===== src/rtl/systolic_array_sequencer.sv =====
// ---------------------------------------------------------------------------
// systolic_array_sequencer
//
// Control-side companion of one systolic datapath instance. On a start
// handshake it reads the tensor (x) and weight (w) FIFOs with the diagonal
// skew the PE grid needs and enables the PE accumulators. It then drains the
// SIZE x SIZE result grid, row-major, as a val/rdy stream.
//
// Optional feature (macro SYSTOLIC_SEQ_TAG_EN): adds res_row/res_col beat
// tags and a 16-bit saturating stall_cnt of stalled compute cycles.
//
// Ports:
//   clk, rst            clock, asynchronous active-low reset
//   start_val/rdy       start request handshake (accepted only when idle)
//   x/w_fifo_empty      per-lane FIFO empty flags from the datapath
//   x/w_fifo_ren        per-lane FIFO read enables
//   mac_en              PE accumulate enable
//   out_en/rsel/csel    datapath result read port
//   b_s_out             selected result value from the datapath
//   res_val/rdy/msg     result stream; res_last marks beat (SIZE-1,SIZE-1)
//   busy                high whenever an operation is in progress
// ---------------------------------------------------------------------------
module systolic_array_sequencer #(
    parameter int SIZE  = 4,
    parameter int NBITS = 16
) (
    input  logic                     clk,
    input  logic                     rst,
    input  logic                     start_val,
    output logic                     start_rdy,
    input  logic [SIZE-1:0]          x_fifo_empty,
    input  logic [SIZE-1:0]          w_fifo_empty,
    output logic [SIZE-1:0]          x_fifo_ren,
    output logic [SIZE-1:0]          w_fifo_ren,
    output logic                     mac_en,
    output logic                     out_en,
    output logic [$clog2(SIZE)-1:0]  out_rsel,
    output logic [$clog2(SIZE)-1:0]  out_csel,
    input  logic [NBITS-1:0]         b_s_out,
    output logic                     res_val,
    input  logic                     res_rdy,
    output logic [NBITS-1:0]         res_msg,
    output logic                     res_last,
`ifdef SYSTOLIC_SEQ_TAG_EN
    output logic [$clog2(SIZE)-1:0]  res_row,
    output logic [$clog2(SIZE)-1:0]  res_col,
    output logic [15:0]              stall_cnt,
`endif
    output logic                     busy
);

    localparam int CW = $clog2(3 * SIZE);
    localparam int SW = $clog2(SIZE);

    // K inner-product steps + 2*(SIZE-1) skew + 1 FIFO read latency
    localparam logic [CW-1:0] C_LAST = CW'(3 * SIZE - 2);
    localparam logic [SW-1:0] IDX_LAST = SW'(SIZE - 1);

    localparam logic [1:0] ST_IDLE    = 2'd0;
    localparam logic [1:0] ST_COMPUTE = 2'd1;
    localparam logic [1:0] ST_DRAIN   = 2'd2;

    logic [1:0]     state_reg;
    logic [CW-1:0]  c_reg;
    logic [SW-1:0]  r_reg;
    logic [SW-1:0]  col_reg;
    logic [SIZE-1:0] sched;
    logic           in_idle;
    logic           in_compute;
    logic           in_drain;
    logic           stall;
    logic           beat_fire;
    logic           last_beat;

    assign in_idle    = (state_reg == ST_IDLE);
    assign in_compute = (state_reg == ST_COMPUTE);
    assign in_drain   = (state_reg == ST_DRAIN);

    // Lane gi is read during a window of SIZE cycles starting at c == gi.
    // The x and w schedules are identical, so one vector serves both.
    generate
        for (genvar gi = 0; gi < SIZE; gi++) begin : g_sched
            localparam logic [CW-1:0] LO = CW'(gi);
            localparam logic [CW-1:0] HI = CW'(gi + SIZE);
            assign sched[gi] = (c_reg >= LO) && (c_reg < HI);
        end
    endgenerate

    // Any scheduled lane that is empty freezes every lane, preserving skew.
    assign stall     = in_compute &&
                       (|((sched & x_fifo_empty) | (sched & w_fifo_empty)));
    assign beat_fire = in_drain && res_rdy;
    assign last_beat = (r_reg == IDX_LAST) && (col_reg == IDX_LAST);

    always_ff @(posedge clk or negedge rst) begin
        if (!rst) begin
            state_reg <= ST_IDLE;
            c_reg     <= '0;
            r_reg     <= '0;
            col_reg   <= '0;
        end else begin
            case (state_reg)
                ST_IDLE: begin
                    if (start_val) begin
                        state_reg <= ST_COMPUTE;
                        c_reg     <= '0;
                    end
                end
                ST_COMPUTE: begin
                    if (!stall) begin
                        if (c_reg == C_LAST) begin
                            state_reg <= ST_DRAIN;
                            c_reg     <= '0;
                            r_reg     <= '0;
                            col_reg   <= '0;
                        end else begin
                            c_reg <= c_reg + 1'b1;
                        end
                    end
                end
                ST_DRAIN: begin
                    if (beat_fire) begin
                        if (col_reg == IDX_LAST) begin
                            col_reg <= '0;
                            if (r_reg == IDX_LAST) begin
                                r_reg     <= '0;
                                state_reg <= ST_IDLE;
                            end else begin
                                r_reg <= r_reg + 1'b1;
                            end
                        end else begin
                            col_reg <= col_reg + 1'b1;
                        end
                    end
                end
                default: state_reg <= ST_IDLE;
            endcase
        end
    end

    assign start_rdy  = in_idle;
    assign busy       = !in_idle;
    assign mac_en     = in_compute && !stall;
    assign x_fifo_ren = mac_en ? sched : '0;
    assign w_fifo_ren = mac_en ? sched : '0;
    assign out_en     = in_drain;
    assign res_val    = in_drain;
    assign out_rsel   = in_drain ? r_reg : '0;
    assign out_csel   = in_drain ? col_reg : '0;
    assign res_msg    = in_drain ? b_s_out : '0;
    assign res_last   = in_drain && last_beat;

`ifdef SYSTOLIC_SEQ_TAG_EN
    logic [15:0] stall_cnt_reg;

    always_ff @(posedge clk or negedge rst) begin
        if (!rst) begin
            stall_cnt_reg <= '0;
        end else if (in_idle && start_val) begin
            stall_cnt_reg <= '0;
        end else if (stall && (stall_cnt_reg != 16'hFFFF)) begin
            stall_cnt_reg <= stall_cnt_reg + 16'd1;
        end
    end

    assign res_row   = out_rsel;
    assign res_col   = out_csel;
    assign stall_cnt = stall_cnt_reg;
`endif

endmodule


===== config.mk =====
export PLATFORM = sky130hd
export DESIGN_NAME = systolic_array_sequencer
export DESIGN_NICKNAME = d
export VERILOG_FILES = /design/src/rtl/systolic_array_sequencer.sv
export SDC_FILE = /design/constraint.sdc
export NUM_CORES = 1
export LEC_CHECK = 0
export CAP_MARGIN = 20
export CORE_ASPECT_RATIO = 0.8
export CORE_UTILIZATION = 35
export CTS_CLUSTER_DIAMETER = 200
export DETAILED_ROUTE_END_ITERATION = 6
export PLACE_DENSITY = 0.78
export SETUP_SLACK_MARGIN = 0.02
export SLEW_MARGIN = 30
export SYNTH_ARGS = -nofsm -noshare
export SYNTH_HDL_FRONTEND = slang
export SYNTH_SLANG_ARGS = --single-unit
export TNS_END_PERCENT = 100

===== constraint.sdc =====
create_clock -name clk -period 2.8 [get_ports clk]
set_input_delay 0.56 -clock clk [delete_from_list [all_inputs] [get_ports clk]]
set_output_delay 0.56 -clock clk [all_outputs]
set_load 0.03 [all_outputs]

After elaboration in Yosys (flattened, before gate mapping)

Index checks and enable logic that the tools add are counted.

Register bits after elaboration: 10
Input port bits: 28
Output and inout bits: 34
Logic and storage cells: 72

Add/subtract/negate cells: 3
Order comparisons: 8
Eq/ne operators: 11
Multiplexer cells: 24
Bitwise logic cells: 3
Reductions and logical operators: 19

Operator list:

| kind                                                                    | number |
|---|---|
| 2-bit two-way mux                                                       | 15 |
| 4-bit by 3-bit < comparator with 1-bit output, second input constant    | 4 |
| 16-bit two-way mux                                                      | 1 |
| 4-bit two-way mux                                                       | 4 |
| 1-bit logical AND                                                       | 9 |
| 4-bit AND                                                               | 2 |
| 4-bit by 1-bit >= comparator with 1-bit output, second input constant   | 2 |
| 4-bit by 2-bit >= comparator with 1-bit output, second input constant   | 2 |
| 2-bit by 1-bit inequality test with 1-bit output, second input constant | 4 |
| 2-bit case mux with 2 select lines                                      | 2 |
| 4-bit case mux with 2 select lines                                      | 1 |
| 2-bit equality test, second input constant                              | 3 |
| 2-bit case mux with 3 select lines                                      | 1 |
| 6-bit AND reduction                                                     | 1 |
| 5-bit AND reduction                                                     | 1 |
| 2-bit by 1-bit adder with 2-bit output, second input constant           | 2 |
| 4-bit by 1-bit adder with 4-bit output, second input constant           | 1 |
| 4-bit equality test, second input constant                              | 1 |
| 2-bit inequality test, second input constant                            | 2 |
| 4-bit OR                                                                | 1 |
| 4-bit AND reduction                                                     | 1 |
| 2-bit nonzero test                                                      | 2 |
| 4-bit OR reduction                                                      | 1 |
| 3-bit AND reduction                                                     | 1 |
| other kinds (3)                                                         | 4 |

Logic depth before layout (Yosys ltp)

Gate-level depths: netlist of the first run.

Depth after elaboration: 9
Depth in mapped cells: 7

Worst setup path before layout of the first run

No wires, ideal clock.

Kind: input -> output
From: input port x_fifo_empty[2]
To: output port x_fifo_ren[0]
Data arrival time: 2.249 ns
Setup slack: -0.009 ns
Stages: 6
Buffers on the path: 1
Path through: o21ai_0 a21oi_1 or2_4 or4_4 nor2_1 buf_4

Cells in the longest elaborated chain, start to end: 7

RTL lines:

| item               | RTL line | text |
|---|---|---|
| start, declared    | 31       | `input logic [SIZE-1:0] x_fifo_empty,` |
| 4-bit AND          | 91       | `(\|((sched & x_fifo_empty) \| (sched & w_fifo_empty)));` |
| 4-bit OR           | 91       |  |
| 4-bit OR reduction | 91       |  |
| 1-bit logical AND  | 90       | `assign stall = in_compute &&` |
| 1-bit logical NOT  | 143      | `assign mac_en = in_compute && !stall;` |
| 1-bit logical AND  | 143      |  |
| 4-bit two-way mux  | n/a      |  |
| end, declared      | 33       | `output logic [SIZE-1:0] x_fifo_ren,` |

No other way between the ends.

Final worst setup path of the first run

From: input port x_fifo_empty[2]
To: output port w_fifo_ren[3]

Cells in the longest elaborated chain, start to end: 7

RTL lines:

| item               | RTL line | text |
|---|---|---|
| 4-bit AND          | 91       |  |
| 4-bit OR           | 91       |  |
| 4-bit OR reduction | 91       |  |
| 1-bit logical AND  | 90       |  |
| 1-bit logical NOT  | 143      |  |
| 1-bit logical AND  | 143      |  |
| 4-bit two-way mux  | 145      | `assign w_fifo_ren = mac_en ? sched : '0;` |
| end, declared      | 34       | `output logic [SIZE-1:0] w_fifo_ren,` |

No other way between the ends.

==> results of run 1 <==
==> cell families (layout without fill, tap and decap cells) <==
| family | after synthesis | after routing |
|---|---|---|
| and+or+nand+nor | 56 | 56 |
| AOI/OAI and AO/OA | 27 | 27 |
| buffers and inverters | 15 | 77 |
| DFF | 10 | 10 |
| xor gates and xnor gates | 3 | 3 |
| adders and majority gates | 2 | 2 |
==> final timing paths <==
check | start | cells past startpoint | end | slack (ns)
worst min register to register | r_reg[1]$_DFFE_PN0P_ | 1 | r_reg[1]$_DFFE_PN0P_ | 0.53
max in group asynchronous | rst | 1 | c_reg[0]$_DFFE_PN0P_ | 1.82
worst max-delay path | x_fifo_empty[2] | 7 | w_fifo_ren[3] | 0.04
worst min-delay path | r_reg[1]$_DFFE_PN0P_ | 1 | r_reg[1]$_DFFE_PN0P_ | 0.53
worst max register to register | c_reg[1]$_DFFE_PN0P_ | 6 | c_reg[1]$_DFFE_PN0P_ | 0.98
min in group asynchronous | rst | 1 | state_reg[0]$_DFFE_PN0P_ | 0.61
==> layout make-up <==
cell class | count | area (um2)
fill | 207 | 822
timing repair buffer | 70 | 681
multi-input combinational | 88 | 624
sequential | 10 | 253
tap | 36 | 45.0
clock buffer | 3 | 22.5
inverter | 4 | 15.0
==> layout by cell type (no fill, tap or decap), types with 2 or more instances in the layout <==
cell | Yosys | routed
nand2_1 | 7 | 7
clkdlybuf4s50_1 | 0 | 48
o21ai_0 | 3 | 2
nand3_1 | 2 | 2
and2_1 | 21 | 21
ha_1 | 2 | 2
xnor2_1 | 3 | 2
o21bai_1 | 3 | 3
nor2_2 | 2 | 2
buf_6 | 2 | 8
a21oi_1 | 3 | 2
dfrtp_1 | 10 | 8
o311ai_0 | 2 | 2
a32o_1 | 2 | 2
clkbuf_4 | 0 | 3
nor2b_1 | 3 | 3
dfrtp_2 | 0 | 2
nor2_1 | 11 | 7
inv_1 | 3 | 3
buf_4 | 6 | 10
or2_2 | 2 | 2
a22o_1 | 3 | 3
nor2_4 | 0 | 4
o211ai_1 | 4 | 4
dlygate4sd2_1 | 0 | 4
==> report_power, final <==
| part | internal (mW) | switching [mW] | total [mW] |
|---|---|---|---|
| Sequential | 0.186 | 0.0706 | 0.257 |
| Combinational | 0.380 | 0.432 | 0.812 |
| Clock | 0.0495 | 0.0483 | 0.0979 |
| Total | 0.616 | 0.551 | 1.17 |
==> stage by stage <==
| stage | total power [mW] | instances | area [um2] | hold WS [ns] | setup WS [ns] |
|---|---|---|---|---|---|
| 2_1_floorplan | 0.740 | 113 | 917 | 0.264 | -0.00895 |
| 3_3_place_gp | 0.909 | 204 | 1510 | 0.497 | -0.0718 |
| 3_5_place_dp | 0.926 | 204 | 1510 | 0.521 | -0.0800 |
| 4_1_cts | 1.11 | 208 | 1600 | 0.536 | 0.0814 |
| 5_1_grt | 1.24 | 211 | 1640 | 0.552 | -0.00178 |
| 6_report | 1.17 | 211 | 1640 | 0.532 | 0.0401 |
==> Yosys cell counts, drive strengths merged <==
| library cell | number | share of area [%] |
|---|---|---|
| nand2 | 7 | 2.9 |
| ha | 2 | 2.7 |
| o32ai | 1 | 0.96 |
| xnor2 | 3 | 2.9 |
| nand3 | 2 | 1.1 |
| or2 | 3 | 2.3 |
| o22ai | 1 | 0.68 |
| dfrtp | 10 | 27 |
| or4 | 1 | 1.2 |
| and2 | 21 | 14 |
| and3 | 1 | 0.68 |
| o311ai | 2 | 1.9 |
| nor3 | 1 | 0.55 |
| and3b | 1 | 1.1 |
| or2b | 1 | 0.96 |
| a22o | 3 | 2.9 |
| o21bai | 3 | 2.5 |
| a22oi | 1 | 0.82 |
| a21oi | 3 | 1.6 |
| o21ba | 1 | 1.1 |
| clkbuf | 3 | 1.2 |
| o32a | 1 | 1.2 |
| a21o | 2 | 1.8 |
| nor2b | 3 | 2.0 |
| buf | 8 | 7.4 |
| or3 | 1 | 0.68 |
| inv | 4 | 1.6 |
| nand2b | 1 | 0.68 |
| o21ai | 3 | 1.6 |
| nor2 | 13 | 5.9 |
| o211ai | 4 | 3.3 |
| a32o | 2 | 2.2 |
==> timing repair <==
| item | CTS | global route |
|---|---|---|
| cloned | 0 | 0 |
| setup endpoints to repair | 8 | 8 |
| pin swaps | 6 | 5 |
| endpoints found under the hold margin | 0 | 0 |
| buffers inserted | 1 | 3 |
| hold buffers | 0 | 0 |
| gates resized for setup | 22 | 5 |
==> metal layers <==
metal,vias up,wire [um]
met2,27,1400
li1,514,-
met1,494,1260
met5,-,0
met4,0,32
met3,4,132
==> key figures, run 1 <==
CTS
  • Max clock buf depth: 2
  • Clock slew at reported path FFs: 0.06 ns
  • CTS tree: built
  • CTS Buf Count: 3
  • Clk sinks: 10
  • H-tree depth: 1
  • Root buf cell: clkbuf_4
  • Clock Latency Late Sink: 0.27 ns

Timing
  • Setup TNS: 0 ns
  • Final period util: 98.6%
  • Max_slew headroom: 68.0%
  • Actual slew at the worst max-slew pin: 0.479 ns
  • Layout Skew: 0.0116 ns
  • Fin crit period: approximately 2.8 ns
  • Peak Freq: 362 MHz
  • Setup-failing EPs final: 0
  • Pins Over Slew Limit: 0
  • Final Hold Viols: 0

Worst setup path
  • Maximum fanout along the worst path: 4
  • Critical path, cell by cell: dlygate4sd2_1 > o21ai_2 > a21oi_2 > or2_4 > or4_4 > nor2_4 > buf_6
  • CP arrival: 2.20 ns
  • CP startpoint kind: input pin
  • CP required: about 2.2 ns
  • Worst Path Buf+Inv: 2
  • CP delay by family, top: simple AND/OR/NAND/NOR gates
  • Crit path kind: in2out
  • Slowest stage cell, crit path: or4_4
  • Endpoint type of the worst setup path: output port
  • Max incr delay on CP: 0.57 ns

Yosys
  • Largest family of logic cells by synthesized area: simple AND/OR/NAND/NOR gates
  • Netlist Area Pre-Place: 917 um2
  • Net count after synthesis: around 140
  • Post-synthesis simple-gate area fraction: about a third
  • Cells after Synth: 113
  • Number of library cell types mapped by synthesis: 37
  • Mux cell area share after synthesis: 0%
  • Post-synthesis compound-gate area fraction: a little under a quarter
  • Mean post-synth cell area: 8.12 um2
  • Synth Area in Adders: 2.73%
  • #FFs+latches synth: 10
  • Xor/xnor share of the synthesized area: 2.86%
  • Fraction of the yosys area taken by sequential cells: between 20 and 30%
  • Synth warn: 0

Global routing
  • GRT Overall Usage: 19.8%
  • Grt met1 use: about 28%
  • Largest net degree at the start of global routing: 27
  • First-pass GRT wire length: 4040 um
  • Routing usage on met3: 4.86%
  • Vias in the first global route: 831
  • Initial antenna violation count: 0
  • Global route hottest layer: met2
  • Grt ovf: 0
  • Routing usage on met2: 31.5%

Final layout
  • Layout net count: 207
  • Area Overhead vs Synth: 78.9%
  • Ant. Diodes: 0
  • Layout cells sized above 1: 24.6%
  • Largest register FFs: 4
  • Post-layout utilization of the core: between 60 and 70%

Die
  • Core area: between 2000 and 2500 um2
  • Die height: roughly 48 um
  • IO Count: 62
  • Full die area: 2830 um2
  • Starting Density: between 30 and 40%
  • Die width: 59.2 um
  • # rows: 16

Drt
  • Final wirelength: 2830 um
  • Vias: just over 1000
  • Antenna-violating nets left: 0
  • First-pass DRT Iterations: 4
  • DRC: 0
  • Vias/cell: 4.92
  • Routed WL per cell: 13.4 um
  • 1st-iter DRT viols: 38

Power
  • Pleak: between 0.6 and 0.7 nW
  • Max IR drop VDD: approximately 0.00044 V
  • Pwr dens: 711 nW/um2

Status
  • Status: finished, final reports clean

Run
  • Max Cap Viol: 0

Placed design
  • Post-DP HPWL: approximately 2100 um
  • Routability cong.: 0.887
  • Buffers on Ports: 61

Min path
  • Worst Hold Class: reg2reg
Note: power is estimated with default switching activity, not from simulation.
==> inputs of run 2 (changes only) <==
--- a/config.mk
+++ b/config.mk
@@ -6,10 +6,11 @@
 export NUM_CORES = 1
 export LEC_CHECK = 0
 export CAP_MARGIN = 20
-export CORE_ASPECT_RATIO = 0.8
+export CORE_ASPECT_RATIO = 2
 export CORE_UTILIZATION = 35
 export CTS_CLUSTER_DIAMETER = 200
 export DETAILED_ROUTE_END_ITERATION = 6
+export GPL_ROUTABILITY_DRIVEN = 0
 export PLACE_DENSITY = 0.78
 export SETUP_SLACK_MARGIN = 0.02
 export SLEW_MARGIN = 30
==> run 2 against run 1 <==
  * Sequential power barely moved
  * Clock skew fell by 0.0087 ns
  * Sequential share of layout area rose by 0.14 points
  * Largest power group unchanged
==> key figures, run 2 (same netlist as run 1, synthesis figures left out) <==
Die
  • Die width: 38.2 um
  • IO Count: between 60 and 70
  • Starting Density: roughly two fifths
  • Full die area: approximately 2800 um2
  • Core area: between 2000 and 2500 um2
  • # rows: 25
  • Die height: between 70 and 80 um

Worst setup path
  • Crit Reg-Reg Endpoint: c_reg[1]$_DFFE_PN0P_
  • CP required: 2.24 ns
  • CP arrival: 2.13 ns
  • Crit path capture: x_fifo_ren[1]
  • RR Startpoint: c_reg[1]$_DFFE_PN0P_
  • CP startpoint kind: input pin
  • R2R depth: 7
  • Maximum fanout along the worst path: 4
  • Slack of the worst reg-to-reg path: 0.97 ns
  • Crit path kind: in2out
  • Endpoint type of the worst setup path: output port
  • Critical Path Start: w_fifo_empty[2]

Final layout
  • Most common cell after layout, fill and taps aside: clkdlybuf4s50_1
  • Layout net count: 204
  • Register area: between 200 and 300 um2
  • Largest register FFs: 4
  • Most frequent cells in the layout: 48 x clkdlybuf4s50_1, 21 x and2_1, 8 x dfrtp_1, 8 x buf_6
  • Layout cells sized above 1: 22.0%
  • Multi-input gate area: approximately 610 um2
  • Ant. Diodes: 0
  • Non-Filler Instances: 200
  • Area Overhead vs Synth: 77.2%
  • Fillers: 208
  • Final Cell Area: about 1600 um2

Drt
  • Routed WL per cell: 14.5 um
  • First-pass DRT Iterations: 4
  • DRC: 0
  • 1st-iter DRT viols: 17
  • Vias/cell: 5.32
  • Final wirelength: 2910 um
  • Antenna-violating nets left: 0
  • Vias: 1063

Timing
  • Setup-failing EPs final: 0
  • Fin crit period: 2.69 ns
  • RSZ-0062 raised after global routing: no
  • Setup TNS: 0 ns
  • Final period util: 96.0%
  • Final Hold Viols: 0
  • Worst hold margin: 0.532 ns
  • Final WS setup: 0.112 ns
  • Peak Freq: roughly 370 MHz
  • Max_slew headroom: 67.3%
  • Pins Over Slew Limit: 0
  • Actual slew at the worst max-slew pin: 0.489 ns
  • Layout Skew: 0.00288 ns

CTS
  • Hold-fix buffers, CTS: 0
  • Clock slew at reported path FFs: 0.05 ns
  • Root buf cell: clkbuf_8
  • CTS tree: built
  • Max clock buf depth: 2
  • Clk sinks: 10
  • Clock Latency Late Sink: 0.24 ns
  • CTS Buf Count: 3
  • H-tree depth: 1

Status
  • Status: finished, final reports clean

Global routing
  • Largest net degree at the start of global routing: 27
  • Grt ovf: 0
  • Vias in the first global route: just over 1000
  • First-pass GRT wire length: 4490 um
  • Initial antenna violation count: 0
  • GRT Overall Usage: 22.3%

Min path
  • Hold Path Stages: 1
  • Min-delay src: r_reg[1]$_DFFE_PN0P_
  • Worst Hold Class: reg2reg

Power
  • Pwr dens: roughly 750 nW/um2
  • Max IR drop VDD: slightly below 0.0006 V
  • Pleak: 0.680 nW

Placed design
  • Placed Area: 1500 um2
  • Placed cells: between 150 and 200
  • Post-place setup slack: -0.110 ns
  • Post-DP HPWL: 2250 um
  • Buffers on Ports: 61

Run
  • Max Cap Viol: 0
==> run 2: changes by cell type in the layout (fill, tap and decap cells not counted), sizes merged <==
cell,change
clkbuf,+1
buf,-3
==> run 2: worst max-delay path, stage by stage <==
cell and delay [ns]:
dlygate4sd2_1 0.24, o21ai_1 0.13, a21oi_1 0.09, or2_4 0.25, or4_4 0.56, nor2_4 0.14
buf_6 0.14
==> run 2: how the worst min path moves through the flow <==
stage / endpoint / slack, ns
global route: r_reg[1]$_DFFE_PN0P_ / 0.56
detailed placement: r_reg[1]$_DFFE_PN0P_ / 0.52
global placement: r_reg[1]$_DFFE_PN0P_ / 0.50
CTS: r_reg[1]$_DFFE_PN0P_ / 0.53
floorplan: c_reg[0]$_DFFE_PN0P_ / 0.26
finish: r_reg[1]$_DFFE_PN0P_ / 0.53
==> run 2: final cells by class <==
| type | instances | share of cell area (%) |
|---|---|---|
| Timing Repair Buffer | 67 | 40.5 |
| Multi-Input combinational cell | 88 | 37.6 |
| Sequential cell | 10 | 15.6 |
| Tap cell | 27 | 2.08 |
| Clock buffer | 4 | 3.39 |
| Inverter | 4 | 0.924 |
==> run 2: metal layers <==
layer | global-route usage, % | vias to the layer above | routed length [um]
met5 | 0 | - | 0
met4 | 7.14 | 0 | 34
met3 | 4.48 | 7 | 301
met2 | 46.3 | 73 | 1690
met1 | 18.8 | 478 | 882
li1 | - | 505 | -
==> run 2: power by group <==
part	total, mW	switching (mW)	internal [mW]
Combinational	0.783	0.430	0.353
Sequential	0.257	0.0706	0.187
Clock	0.183	0.0588	0.124
Total	1.22	0.560	0.663
==> run 2: per-stage QoR <==
| step | power [mW] | utilization (%) |
|---|---|---|
| after floorplan | 0.740 | - |
| after global placement | 0.926 | 62.2 |
| after detailed placement | 0.934 | 62.2 |
| after CTS | 1.20 | 67.3 |
| after global routing | 1.29 | 67.5 |
| final | 1.22 | 67.5 |
==> run 2: repair_timing <==
item / in CTS / in global routing
pin swaps: 7 / 2
gates cloned: 0 / 0
resized for setup: 21 / 3
setup endpoints to repair: 8 / 8
setup buffers: 1 / 0
==> patch (flow settings as in run 2) <==
Change the parameter `SIZE` from 4 to 8.
--- a/src/rtl/systolic_array_sequencer.sv
+++ b/src/rtl/systolic_array_sequencer.sv
@@ -21,7 +21,7 @@
 //   busy                high whenever an operation is in progress
 // ---------------------------------------------------------------------------
 module systolic_array_sequencer #(
-    parameter int SIZE  = 4,
+    parameter int SIZE  = 8,
     parameter int NBITS = 16
 ) (
     input  logic                     clk,
Interface: changed (6 resized); port bits go from 62 to 80. No check against the original RTL was run, so the function may have changed too.
==> patch against run 2 <==
  * Worst setup slack got worse by 0.21 ns
  * Power rose by 75%
  * Clock power down 8%
  * Area after synthesis increased by 43%
  * The flow now finishes with violations (negative setup slack)
  * Fmax down 7.2%
  * Sequential cell count up 3
  * Sequential share of layout area shrank 1.7 points
  * Synthesized cell count is 49% higher
  * Non-clock buffer count increased by 32
  * Largest power group unchanged
  * Final cell count increased by 50%
  * Wire length rose by 35%
  * Design area rose by 46%
  * Highest routed layer unchanged
==> patch: results <==
set metrics [dict create \
    r2r-end "c_reg[4]" \
    synth-compound-area-share 0.183 \
    worst_slack_ns -0.0966 \
    dp_hpwl_mm 3.16 \
    hold_depth 1 \
    synth_cell_type_count 48 \
    num-fill-cells 322 \
    synth_nets 211 \
    synth-adder-area-share 0.0667 \
    grt_pass1_wl_mm 6.04 \
    grt_pass1_vias 1370 \
    port_buffers 79 \
    finClkSkew_ns 0.00302 \
    vias 1518 \
    synth_xor_area_frac 0.0133 \
    violations "negative setup slack" \
    min_to "r_reg[2]" \
    largest_reg_flops 5 \
    drive_above_1_share 0.359 \
    critPathSlowestCell "dfrtp_2" \
    tightest_slew_ns 0.607 \
    reg2reg_setup_slack_ns 0.47 \
    vias_per_cell 5.06 \
    leakage_nw 1.09 \
    crit_arrival_ns 2.34 \
    synthTopCellsByArea "dfrtp_1 (25%), and2_1 (10%), ha_1 (6.7%)" \
    slowest_delay_ns 0.44 \
    place_area_um2 2160 \
    finalSetupViolCount 16 \
    synth_common_cells "and2_1 (22), nor2_1 (20), dfrtp_1 (13), nand2_1 (13), buf_4 (9)" \
    met1_length_mm 1.36 \
    min_from "r_reg[2]" \
    ys_seq_area_frac 0.248 \
    routedWlPerCell_um 13.1 \
    status "finished, violations left" \
    wl_met3_um 178 \
    finalSetupTns_ns -1.03 \
    met2_length_mm 2.35 \
    ir_drop_uv 789 \
    holdWs_ns 0.529 \
    stdcell_area_um2 2380 \
    finalNetCount 295 \
    placed_cells 291 \
    cts_resized 27 \
    dp_slack_ns 0.00528 \
    drt-initial-drc-count 36 \
    top_layer "met4" \
    rr_worst_depth 10 \
]
-- patch: cell count changes after synthesis, sizes merged, moves of 4 or more --
cell,before,now
nor3,1,7
nor2,13,20
nand2,7,13
nor4,0,4
nand3,2,8
ha,2,7
buf,8,16
-- patch: logic make-up (layout without fill, tap and decap cells) --
group / count (synthesis) / count (layout)
AND/OR/NAND/NOR: 89 / 89
AO/OA/AOI/OAI: 32 / 32
adder cells (fa/ha/maj): 7 / 7
buffers and inverters: 25 / 108
flip-flops: 13 / 13
XOR/XNOR: 2 / 2
-- patch: metal layers --
metal,vias to the layer above,GRT usage
met5,-,0
met4,0,0.0716
met3,4,0.0245
met2,46,0.406
met1,723,0.195
li1,745,-
-- patch: area by class of cell --
class                           count  share of cell area
Inverter                            5             0.00895
Sequential cell                    13               0.139
Tap cell                           49              0.0258
Clock inverter                      1             0.00211
Timing Repair Buffer               99               0.399
Clock buffer                        3              0.0174
Multi-Input combinational cell    130               0.408
-- patch: worst max-delay path by stage --
stage                          startpoint       endpoint  slack (ns)  depth (start not counted)
after floorplan                  c_reg[1]  x_fifo_ren[7]       -0.03                          9
after global placement    x_fifo_empty[7]  x_fifo_ren[0]        0.05                          8
after detailed placement  x_fifo_empty[7]  w_fifo_ren[0]       0.005                          8
after CTS                        c_reg[1]  x_fifo_ren[2]       -0.07                         12
after global routing             c_reg[1]  w_fifo_ren[2]       -0.20                         10
final                            c_reg[1]  x_fifo_ren[2]        -0.1                         10
-- patch: power breakdown --
group / internal (mW) / switching [mW] / total, mW / leakage (nW)
Combinational: 0.732 / 0.883 / 1.61 / 0.906
Sequential: 0.252 / 0.106 / 0.358 / 0.163
Clock: 0.0982 / 0.0694 / 0.168 / 0.0255
